[src/rtl/wb_pkg.sv]
// Shared Wishbone B4 classic types, default widths and the response priority encoder.
package wb_pkg;

  localparam int WB_ADR_WIDTH = 16;
  localparam int WB_DAT_WIDTH = 32;

  typedef enum logic [1:0] {
    WB_RSP_NONE = 2'd0,
    WB_RSP_ACK  = 2'd1,
    WB_RSP_ERR  = 2'd2,
    WB_RSP_RTY  = 2'd3
  } wb_rsp_e;

  // A misbehaving device may raise several terminators at once; err beats rty beats ack.
  function automatic wb_rsp_e wb_prio_rsp(input logic ack, input logic err, input logic rty);
    if (err) return WB_RSP_ERR;
    if (rty) return WB_RSP_RTY;
    if (ack) return WB_RSP_ACK;
    return WB_RSP_NONE;
  endfunction

endpackage

[src/rtl/wb_rr_pick.sv]
// Combinational round-robin picker: first set request at or above ptr_i, wrapping, one-hot out.
module wb_rr_pick #(
  parameter int NUM_CTRL = 2
) (
  input  logic [NUM_CTRL-1:0]         req_i,
  input  logic [$clog2(NUM_CTRL)-1:0] ptr_i,
  output logic [NUM_CTRL-1:0]         gnt_o
);

  int   idx;
  logic found;

  always_comb begin
    gnt_o = '0;
    found = 1'b0;
    idx   = 0;
    for (int i = 0; i < NUM_CTRL; i++) begin
      idx = int'(ptr_i) + i;
      if (idx >= NUM_CTRL) idx = idx - NUM_CTRL;
      if (!found && req_i[idx]) begin
        gnt_o[idx] = 1'b1;
        found      = 1'b1;
      end
    end
  end

endmodule

[src/rtl/wishbone_classic_arbiter.sv]
// N-controller to 1-device Wishbone B4 classic arbiter: round-robin, cycle locking,
// and a watchdog that terminates hung beats with err.
module wishbone_classic_arbiter
  import wb_pkg::*;
#(
  parameter int NUM_CTRL  = 2,
  parameter int ADR_WIDTH = WB_ADR_WIDTH,
  parameter int DAT_WIDTH = WB_DAT_WIDTH,
  parameter int SEL_WIDTH = DAT_WIDTH / 8,
  parameter int TIMEOUT   = 255
) (
  input  logic                          clk_i,
  input  logic                          rst_ni,
  input  logic [NUM_CTRL-1:0]           c_cyc_i,
  input  logic [NUM_CTRL-1:0]           c_stb_i,
  input  logic [NUM_CTRL-1:0]           c_we_i,
  input  logic [NUM_CTRL*ADR_WIDTH-1:0] c_adr_i,
  input  logic [NUM_CTRL*SEL_WIDTH-1:0] c_sel_i,
  input  logic [NUM_CTRL*DAT_WIDTH-1:0] c_dat_i,
  output logic [NUM_CTRL-1:0]           c_ack_o,
  output logic [NUM_CTRL-1:0]           c_err_o,
  output logic [NUM_CTRL-1:0]           c_rty_o,
  output logic [DAT_WIDTH-1:0]          c_dat_o,
  output logic                          d_cyc_o,
  output logic                          d_stb_o,
  output logic                          d_we_o,
  output logic [ADR_WIDTH-1:0]          d_adr_o,
  output logic [SEL_WIDTH-1:0]          d_sel_o,
  output logic [DAT_WIDTH-1:0]          d_dat_o,
  input  logic                          d_ack_i,
  input  logic                          d_err_i,
  input  logic                          d_rty_i,
  input  logic [DAT_WIDTH-1:0]          d_dat_i,
  output logic [NUM_CTRL-1:0]           grant_o
);

  localparam int PW = $clog2(NUM_CTRL);

  // Handshake: a beat is offered while cyc and stb are both high and completes in the
  // cycle the device returns ack, err or rty; stb and payload stay stable until then.

  logic [NUM_CTRL-1:0] g_q, g_nxt, win, own_cyc;
  logic [PW-1:0]       ptr_q, ptr_nxt;
  logic                arb_en, stb_raw, to_q;
  logic                fwd_ack, fwd_err, fwd_rty;
  wb_rsp_e             rsp;

  assign own_cyc = g_q & c_cyc_i;
  assign arb_en  = ~|own_cyc;

  wb_rr_pick #(.NUM_CTRL(NUM_CTRL)) u_pick (
    .req_i (c_cyc_i),
    .ptr_i (ptr_q),
    .gnt_o (win)
  );

  always_comb begin
    g_nxt   = g_q;
    ptr_nxt = ptr_q;
    if (arb_en) begin
      g_nxt = win;
      for (int k = 0; k < NUM_CTRL; k++) begin
        if (win[k]) ptr_nxt = (k == NUM_CTRL - 1) ? '0 : PW'(k + 1);
      end
    end
  end

  always_ff @(posedge clk_i or negedge rst_ni) begin
    if (!rst_ni) begin
      g_q   <= '0;
      ptr_q <= '0;
    end else begin
      g_q   <= g_nxt;
      ptr_q <= ptr_nxt;
    end
  end

  assign grant_o = g_q;

  // Device side follows the registered owner, so a fresh owner drives one cycle after it wins.
  assign stb_raw = |(own_cyc & c_stb_i);
  assign d_cyc_o = |own_cyc;
  assign d_stb_o = stb_raw & ~to_q;

  always_comb begin
    d_we_o  = 1'b0;
    d_adr_o = '0;
    d_sel_o = '0;
    d_dat_o = '0;
    for (int k = 0; k < NUM_CTRL; k++) begin
      if (g_q[k]) begin
        d_we_o  = c_we_i[k];
        d_adr_o = c_adr_i[k*ADR_WIDTH +: ADR_WIDTH];
        d_sel_o = c_sel_i[k*SEL_WIDTH +: SEL_WIDTH];
        d_dat_o = c_dat_i[k*DAT_WIDTH +: DAT_WIDTH];
      end
    end
  end

  assign rsp     = wb_prio_rsp(d_ack_i, d_err_i, d_rty_i);
  assign fwd_ack = d_stb_o && (rsp == WB_RSP_ACK);
  assign fwd_err = d_stb_o && (rsp == WB_RSP_ERR);
  assign fwd_rty = d_stb_o && (rsp == WB_RSP_RTY);

  assign c_ack_o = g_q & {NUM_CTRL{fwd_ack}};
  assign c_err_o = g_q & {NUM_CTRL{fwd_err | to_q}};
  assign c_rty_o = g_q & {NUM_CTRL{fwd_rty}};
  assign c_dat_o = d_dat_i;

  generate
    if (TIMEOUT > 0) begin : g_wdog
      localparam int CW = $clog2(TIMEOUT + 1);
      logic [CW-1:0] cnt_q;
      logic          any_rsp;

      assign any_rsp = d_ack_i | d_err_i | d_rty_i;

      // The flag is raised on the last silent wait cycle so the err lands on the next one;
      // a response in that last cycle clears the count and suppresses the err.
      always_ff @(posedge clk_i or negedge rst_ni) begin
        if (!rst_ni) begin
          cnt_q <= '0;
          to_q  <= 1'b0;
        end else begin
          to_q <= 1'b0;
          if (!d_stb_o || any_rsp || (g_nxt != g_q)) begin
            cnt_q <= '0;
          end else if (cnt_q == CW'(TIMEOUT - 1)) begin
            cnt_q <= '0;
            to_q  <= 1'b1;
          end else begin
            cnt_q <= cnt_q + 1'b1;
          end
        end
      end
    end else begin : g_no_wdog
      assign to_q = 1'b0;
    end
  endgenerate

endmodule

[config.mk]
export PLATFORM = sky130hd
export DESIGN_NAME = wishbone_classic_arbiter
export DESIGN_NICKNAME = d
export VERILOG_FILES = /design/src/rtl/wb_pkg.sv /design/src/rtl/wb_rr_pick.sv /design/src/rtl/wishbone_classic_arbiter.sv
export SDC_FILE = /design/constraint.sdc
export NUM_CORES = 1
export LEC_CHECK = 0
export ABC_CLOCK_PERIOD_IN_PS = 1900
export CAP_MARGIN = 0
export CORE_AREA = 2 2 94 96
export CTS_BUF_LIST = sky130_fd_sc_hd__clkbuf_2
export DETAILED_ROUTE_END_ITERATION = 10
export DIE_AREA = 0 0 96 98
export PLACE_DENSITY = 0.77
export SLEW_MARGIN = 20
export SYNTH_ARGS = -nofsm -noshare
export SYNTH_HDL_FRONTEND = slang
export SYNTH_SLANG_ARGS = --single-unit
[constraint.sdc]
create_clock -name clk_i -period 1.9 [get_ports clk_i]
set_input_delay 0.475 -clock clk_i [delete_from_list [all_inputs] [get_ports clk_i]]
set_output_delay 0.475 -clock clk_i [all_outputs]
set_load 0.02 [all_outputs]
# After elaboration in Yosys (flattened, before gate mapping)
# Cells that the tools add are included.
dict set report word_totals {
  wordCells 87
  out_inout_bits 95
  inputBits 147
  ff_bits 12
}
dict set report classes {
  add_sub_neg 4
  n_lt_le_gt_ge 6
  eq_ne 5
  reduce_logical 14
  n_mux 42
  bitwise_logic 12
}
# cell n
set ops {}
lappend ops {{two-way mux 32 bit} 4}
lappend ops {{greater-or-equal comparator 32 x 1 -> 1 bit, second input constant} 2}
lappend ops {{< comparator 32 x 3 -> 1 bit, second input constant} 2}
lappend ops {{greater-or-equal comparator 32 x 3 -> 1 bit, second input constant} 1}
lappend ops {{two-way mux 16 bit} 2}
lappend ops {{subtractor 32 x 3 -> 32 bit, second input constant} 1}
lappend ops {{two-way mux 1 bit} 21}
lappend ops {{two-way mux 2 bit} 9}
lappend ops {{two-way mux 8 bit} 2}
lappend ops {{bitwise AND 2 bit} 5}
lappend ops {{adder 8 x 1 -> 8 bit, second input constant} 1}
lappend ops {{equality test 8 bit, second input constant} 1}
lappend ops {{two-way mux 4 bit} 2}
lappend ops {{logical AND 1 bit} 6}
lappend ops {{equality test 2 bit, second input constant} 2}
lappend ops {{OR reduction 2 bit} 2}
lappend ops {{OR 1 bit} 3}
lappend ops {{subtractor 1 x 2 -> 3 bit, second input constant} 1}
lappend ops {{adder 1 x 1 -> 2 bit, second input constant} 1}
lappend ops {{demux 1 bit (select 1 bit)} 2}
lappend ops {{equality test 2 x 1 -> 1 bit, second input constant} 1}
lappend ops {{greater-or-equal comparator 1 x 2 -> 1 bit, second input constant} 1}
lappend ops {{zero test 1 bit} 2}
lappend ops {{logical OR 1 bit} 2}
lappend ops {{6 further kinds} 7}

# Longest topological paths before layout
dict set report logic_depth {
  ltp_word 13
  ltp_mapped 5
  ltp_nobuf 5
}

# Cells and area by module
# A second synthesis with hierarchy kept.
dict set report hier_totals {
  cells_unflattened 170
  hier_area_um2 1445.1
}
# mod seq_area_each_um2 cells_per_inst instances area_per_inst_um2
set by_module_without_submodules {}
lappend by_module_without_submodules {wishbone_classic_arbiter 300.3 167 1 1426.4}
lappend by_module_without_submodules {wb_rr_pick 0.0 3 1 18.8}

# Worst setup path before layout
# OpenSTA, ideal clock, no wires.
dict set report synth_path {
  path_kind {flip-flop to output port}
  startpoint {register g_q[1] (netlist: grant_o[1])}
  endpoint {output c_err_o[0]}
  required_ns 1.425
  n_path_buf 1
  path_slack_ns -0.022
  arrival_time_ns 1.447
  stages_incl_launch_ff 5
  cell_sequence {dfrtp_1 -> buf_2 -> and3_1 -> o21ai_0 -> a21boi_0}
}
dict set report synth_via {
  elab_chain_len 7
}
# item line
set synth_lines {}
lappend synth_lines {{from (decl)} wishbone_classic_arbiter.sv:42} ;# logic [NUM_CTRL-1:0] g_q, g_nxt, win, own_cyc;
lappend synth_lines {{from (signal assigned)} wishbone_classic_arbiter.sv:73} ;# g_q <= g_nxt;
lappend synth_lines {{bitwise AND 2 bit} wishbone_classic_arbiter.sv:48} ;# assign own_cyc = g_q & c_cyc_i;
lappend synth_lines {{bitwise AND 2 bit} wishbone_classic_arbiter.sv:81} ;# assign stb_raw = |(own_cyc & c_stb_i);
lappend synth_lines {{OR reduction 2 bit} wishbone_classic_arbiter.sv:81}
lappend synth_lines {{bitwise AND 1 bit} wishbone_classic_arbiter.sv:83} ;# assign d_stb_o = stb_raw & ~to_q;
lappend synth_lines {{logical AND 1 bit} wishbone_classic_arbiter.sv:102} ;# assign fwd_err = d_stb_o && (rsp == WB_RSP_ERR);
lappend synth_lines {{OR 1 bit} wishbone_classic_arbiter.sv:106} ;# assign c_err_o = g_q & {NUM_CTRL{fwd_err | to_q}};
lappend synth_lines {{bitwise AND 2 bit} wishbone_classic_arbiter.sv:106}
lappend synth_lines {{to (decl)} wishbone_classic_arbiter.sv:21} ;# output logic [NUM_CTRL-1:0] c_err_o,
# Every way passes these cells.

# Worst setup path after layout
dict set report layout_path {
  startpoint {register g_q[0] (netlist: grant_o[0])}
  endpoint {output d_adr_o[6]}
}
dict set report layout_via {
  elab_chain_len 2
}
# item line
set layout_lines {}
lappend layout_lines {{two-way mux 16 bit (2 in a row)} wishbone_classic_arbiter.sv:91} ;# if (g_q[k]) begin
lappend layout_lines {{to (decl)} wishbone_classic_arbiter.sv:27} ;# output logic [ADR_WIDTH-1:0] d_adr_o,
# Every way passes these cells.

==> flow_summary.json <==
{
  "arrival_ps": 1570,
  "design.portCount": 242,
  "critical_path_peak_fanout": 7,
  "post_synth_mux_area_share_pct": 0,
  "seq_area_frac_synth_pct": 21.1,
  "areaGrowthSynthToFinish_pct": 135,
  "worst_clock_skew_ps": 6.69,
  "hold_class": "reg -> reg",
  "failed_checks": "negative setup slack",
  "placed_cells_incl_taps": 422,
  "cellPowerDensity_nw_per_um2": 585,
  "tritoncts.num_buffers": 3,
  "vias_per_cell": 4.61,
  "synth_edf_count": 0,
  "drt_drc_violations_left": 0,
  "final_core_utilization_pct": 39.4,
  "finalWirelength_mm": 8.39,
  "synthesized_netlist_net_count": 315,
  "io_buffer_count": 177,
  "post-synth-top-area-fraction_pct": 32.6,
  "synth-warning-count": 0,
  "globalRouteOverflowTotal": 0,
  "fp.coreArea_um2": 8470,
  "min_period_ps": 2050,
  "fraction_of_the_mapped_netlist_area_in_compound_gates_pct": 40.5,
  "highest_ir_drop_seen_on_vdd_mv": 0.428,
  "synth_area_per_cell_um2": 8.57,
  "post_synth_and_or_nand_nor_area_fraction_pct": 12.7,
  "gp_routability_congestion": 0.800,
  "ranking_of_synthesized_cells_by_area": "a22o_1, dfrtp_1, buf_4",
  "fin_crit_sh_pct": 108,
  "antenna_found_initial": 0,
  "cts.sinks": 12,
  "cts_tree": "yes",
  "grt_first_pass_wirelength_mm": 11.7,
  "floorplan.initialDensity_pct": 16.8,
  "synthFlopType": "dfrtp_1",
  "die_x_um": 96,
  "finish.net_count": 478,
  "achievable-frequency_mhz": 489,
  "post_synth_xor_area_fraction_pct": 1.85,
  "worstSkewPairLatency_ps": 280,
  "path_clk_slew_ps": 120,
  "status": "finished, violations left",
  "final_layout_size_suffix_gt1_share_pct": 32.3,
  "detail_route.iter0.violations": 32,
  "fin_ws_ps": -146,
  "final-hold-violation-count": 0,
  "grt_max_degree": 31,
  "worst_slew_margin_rel_pct": 62.8,
  "timing.reg2reg.setup_slack_ps": 480,
  "main_combinational_cell_family_by_area_after_synthesis": "compound AO/OA/AOI/OAI gates",
  "max_cap_violations": 0,
  "netlist_area_um2": 1420,
  "detailedPlacementHpwl_mm": 6.41,
  "worstPathRequired_ps": 1420,
  "cp-start-kind": "flop",
  "die_area_um2": 9410,
  "finalNonFillerCells": 436,
  "synth_cells": 166,
  "synthDistinctLibCells": 31,
  "h-tree-depth": 1,
  "synth-async-reset-ratio_pct": 100,
  "ant_nets": 0,
  "final_setup_vio_count": 53,
  "synth_area_in_adders_pct": 1.76,
  "antenna-diode-count": 0,
  "rsz0062_at_grt": "true",
  "cts-root-to-sink-buffers": 2,
  "die_h_um": 98,
  "placementRows": 34,
  "total_number_of_vias": 2008,
  "count_of_state_elements_after_synthesis": 12,
  "final-max-slew-violation-count": 0,
  "root_buffer": "clkbuf_2",
  "yosysMostFrequentCell": "a22o_1",
  "crit_path_end_kind": "primary output",
  "first_global_vias": 2054,
  "transition_time_at_the_pin_with_the_least_slew_margin_ps": 555,
  "detailedRoute.firstPassIterationCount": 4,
  "routed_wire_length_per_instance_um": 19.2,
  "worst-setup-path-type": "reg -> out",
  "globalRouteTotalUtil_pct": 16.1,
  "synth_top_cells_by_count": "a22o_1, buf_4, dfrtp_1",
  "synth_largest_area_cell": "a22o_1",
  "static-leakage-power_nw": 1.45
}
==> cell usage in the layout, fill, tap and decap left out, types with 2 or more instances in the layout <==
cell	instances
dfrtp_1	11
and4_1	2
buf_4	53
dlygate4sd2_1	6
nor2_1	4
buf_16	2
nand3_1	4
a211oi_1	2
a31oi_1	2
or3_1	3
o21ai_0	3
xor2_1	2
buf_2	3
buf_12	5
nand2_1	2
clkdlybuf4s50_1	109
nor3_1	6
inv_1	4
a22o_1	51
buf_6	24
ha_1	2
a21oi_1	3
clkbuf_2	3
a22o_4	2
and3_4	2
==> repair_timing <==
action,CTS,global route
gates cloned,3,0
hold buffers,0,0
setup buffers,6,2
pin swaps,8,11
gates resized for setup,253,61
setup endpoints to repair,63,61
==> cell families (layout without fill, tap and decap cells) <==
family	Yosys count	after routing
and+or+nand+nor	30	30
buffers and inverters	49	211
AOI/OAI and AO/OA	70	70
adders and majority gates	2	2
xor gates and xnor gates	3	3
DFF	12	12
==> sequential cells by signal, indices dropped and copies added, names as in the netlist <==
name,count
to_q,1
ptr_q,1
grant_o,2
g_wdog.cnt_q,8
==> worst max-delay path, stage by stage, from the launching register on <==
cell     delay [ps]
dfrtp_1         410
nor2b_4         150
buf_6           130
buf_16          130
buf_4           130
a22o_4          220
buf_6           130
==> final timing paths <==
check | from | endpoint | cells after the start
worst max-delay path | grant_o[0] | d_adr_o[6] | 6
worst max register to register | g_wdog.cnt_q[0] | g_wdog.cnt_q[2] | 5
min in group asynchronous | rst_ni | g_wdog.cnt_q[0] | 1
worst min register to register | g_wdog.cnt_q[0] | g_wdog.cnt_q[0] | 1
worst min-delay path | g_wdog.cnt_q[0] | g_wdog.cnt_q[0] | 1
max in group asynchronous | rst_ni | grant_o[1] | 1
==> metal layers <==
metal	track usage (%)	vias up	share of wire, %
met2	27.8	119	49
met3	5.02	6	12
met4	2.53	0	0.58
li1	-	939	-
met5	0	-	0
met1	19.9	944	38
==> metrics by stage <==
| stage | worst slack (ps) | total power [mW] | hold slack, ps | area (um^2) | setup TNS [ps] |
|---|---|---|---|---|---|
| detailed placement | -797 | 1.71 | 490 | 3190 | -18040 |
| CTS | -193 | 1.96 | 508 | 3390 | -8240 |
| floorplan | 65.1 | 0.991 | 179 | 1430 | 0 |
| finish | -146 | 1.95 | 505 | 3340 | -3220 |
| global route | -233 | 2.05 | 523 | 3340 | -6970 |
| global placement | -767 | 1.71 | 477 | 3190 | -18100 |
==> power breakdown <==
group | leakage [nW] | switching [mW] | internal (mW)
clock | 0.0140 | 0.0885 | 0.0457
sequential | 0.159 | 0.0181 | 0.272
combinational | 1.28 | 0.708 | 0.820
==> area by class of cell <==
type | instances | area, um^2
multi-input cells | 105 | 875
inverters | 4 | 15.0
fillers | 878 | 5130
flip-flops and latches | 12 | 302
repair buffers | 203 | 1990
clock buffers | 3 | 15.0
well taps | 108 | 135
clock inverters | 1 | 3.75
Note: power is estimated with default switching activity, not from simulation.
==> patch: new RTL, config.mk and constraints unchanged <==
Set the package constant `WB_ADR_WIDTH` to 20 (it was 16).
--- a/src/rtl/wb_pkg.sv
+++ b/src/rtl/wb_pkg.sv
@@ -1,7 +1,7 @@
 // Shared Wishbone B4 classic types, default widths and the response priority encoder.
 package wb_pkg;
 
-  localparam int WB_ADR_WIDTH = 16;
+  localparam int WB_ADR_WIDTH = 20;
   localparam int WB_DAT_WIDTH = 32;
 
   typedef enum logic [1:0] {
Ports: changed (resized c_adr_i and d_adr_o); port bits go from 242 to 254. The function was not compared with the original's and may differ.
==> patch against the unedited design <==
- the flow still finishes with violations (setup timing)
- clock skew decreased by 0.0044 ns
- sequential cell count unchanged
- total power grew 15%
- wire length increased by 11%
- cell count increased by 4.8%
- final area increased by 12%
- synthesized cell count up 2.4%
- worst setup slack worse by 0.061 ns
- area after synthesis grew 2.4%
- largest power group unchanged
==> patch: results (changes against the unedited design) <==
[global_route]
grt_use_met1_pct=20.5  ; +0.64 points
grt_pass1_wl_mm=12.5  ; +6.9%
antenna_found_initial=1  ; +1

[place]
port_buffers=189  ; +6.8%
place_congestion=0.747  ; -6.6%
place_area_sq_um=3300  ; +3.3%
dp_cells=433  ; +2.6%

[synth]
synth_cells=170  ; +2.4%
synth_commonest_cells=a22o_1 (57), buf_4 (32), dfrtp_1 (12)
seq_area_frac_synth_pct=20.6  ; -0.49 points

[route]
viasPerCell=4.57  ; -0.79%
wl_met3_mm=1.70  ; +72%
wirelength_mm=9.28  ; +11%
wl_met2_mm=4.05  ; -1.9%
drt_iter0_drc=45  ; +41%
vias=2088  ; +4.0%

[timing]
fin_ws_ns=-0.208  ; -0.0613 ns
tightest_slew_ns=0.568  ; +0.0131 ns
fin_tns_setup_ns=-9.61  ; -6.39 ns
hold_ws_ns=0.515  ; +0.00948 ns
final-setup-viol-count=63  ; +19%

[clock_tree]
cts_setup_buffers=15  ; +9
ctsResizeCount=341  ; +35%

[power]
p_sw_uw=909  ; +12%
ir_drop_uv=294  ; -31%
p_leak_nw=1.61  ; +11%

[run_status]
status=finished, violations left
failed_checks=setup timing

[finish]
post-route-cell-area_sq_um=3750  ; +12%
nets=507  ; +6.1%

[worst_setup_path]
reg2reg_depth=4  ; -1

## patch: cell types whose count changed after synthesis, sizes merged
cell,unedited run,this run
clkbuf,4,6
and2b,0,1
a22o,53,57
nor2b,1,0
buf,41,39
## patch: kinds of logic (layout without fill, tap and decap cells)
kind of cell,Yosys count,after routing,synth area share (%)
compound gates,74,74,41.9
xor+xnor,3,3,1.80
buf+inv,49,228,21.5
fa+ha+maj,2,2,1.72
flops,12,12,20.6
simple gates,30,30,12.5
## patch: worst max-delay path by stage
stage	end	slack (ns)	cells past startpoint
after CTS	d_dat_o[18]	-0.22	6
after detailed placement	c_ack_o[1]	-0.96	5
after floorplan	c_rty_o[1]	0.02	4
after global placement	c_ack_o[1]	-0.90	5
final	d_adr_o[19]	-0.21	6
after global routing	d_dat_o[18]	-0.27	6
## patch: layout make-up
type                       instances  area share, %
clock buffer                       3          0.401
clock inverter                     1          0.100
inverter                           4          0.401
multi-input combinational        109           24.3
sequential                        12           8.04
tap                              108           3.60
timing repair buffer             220           63.2
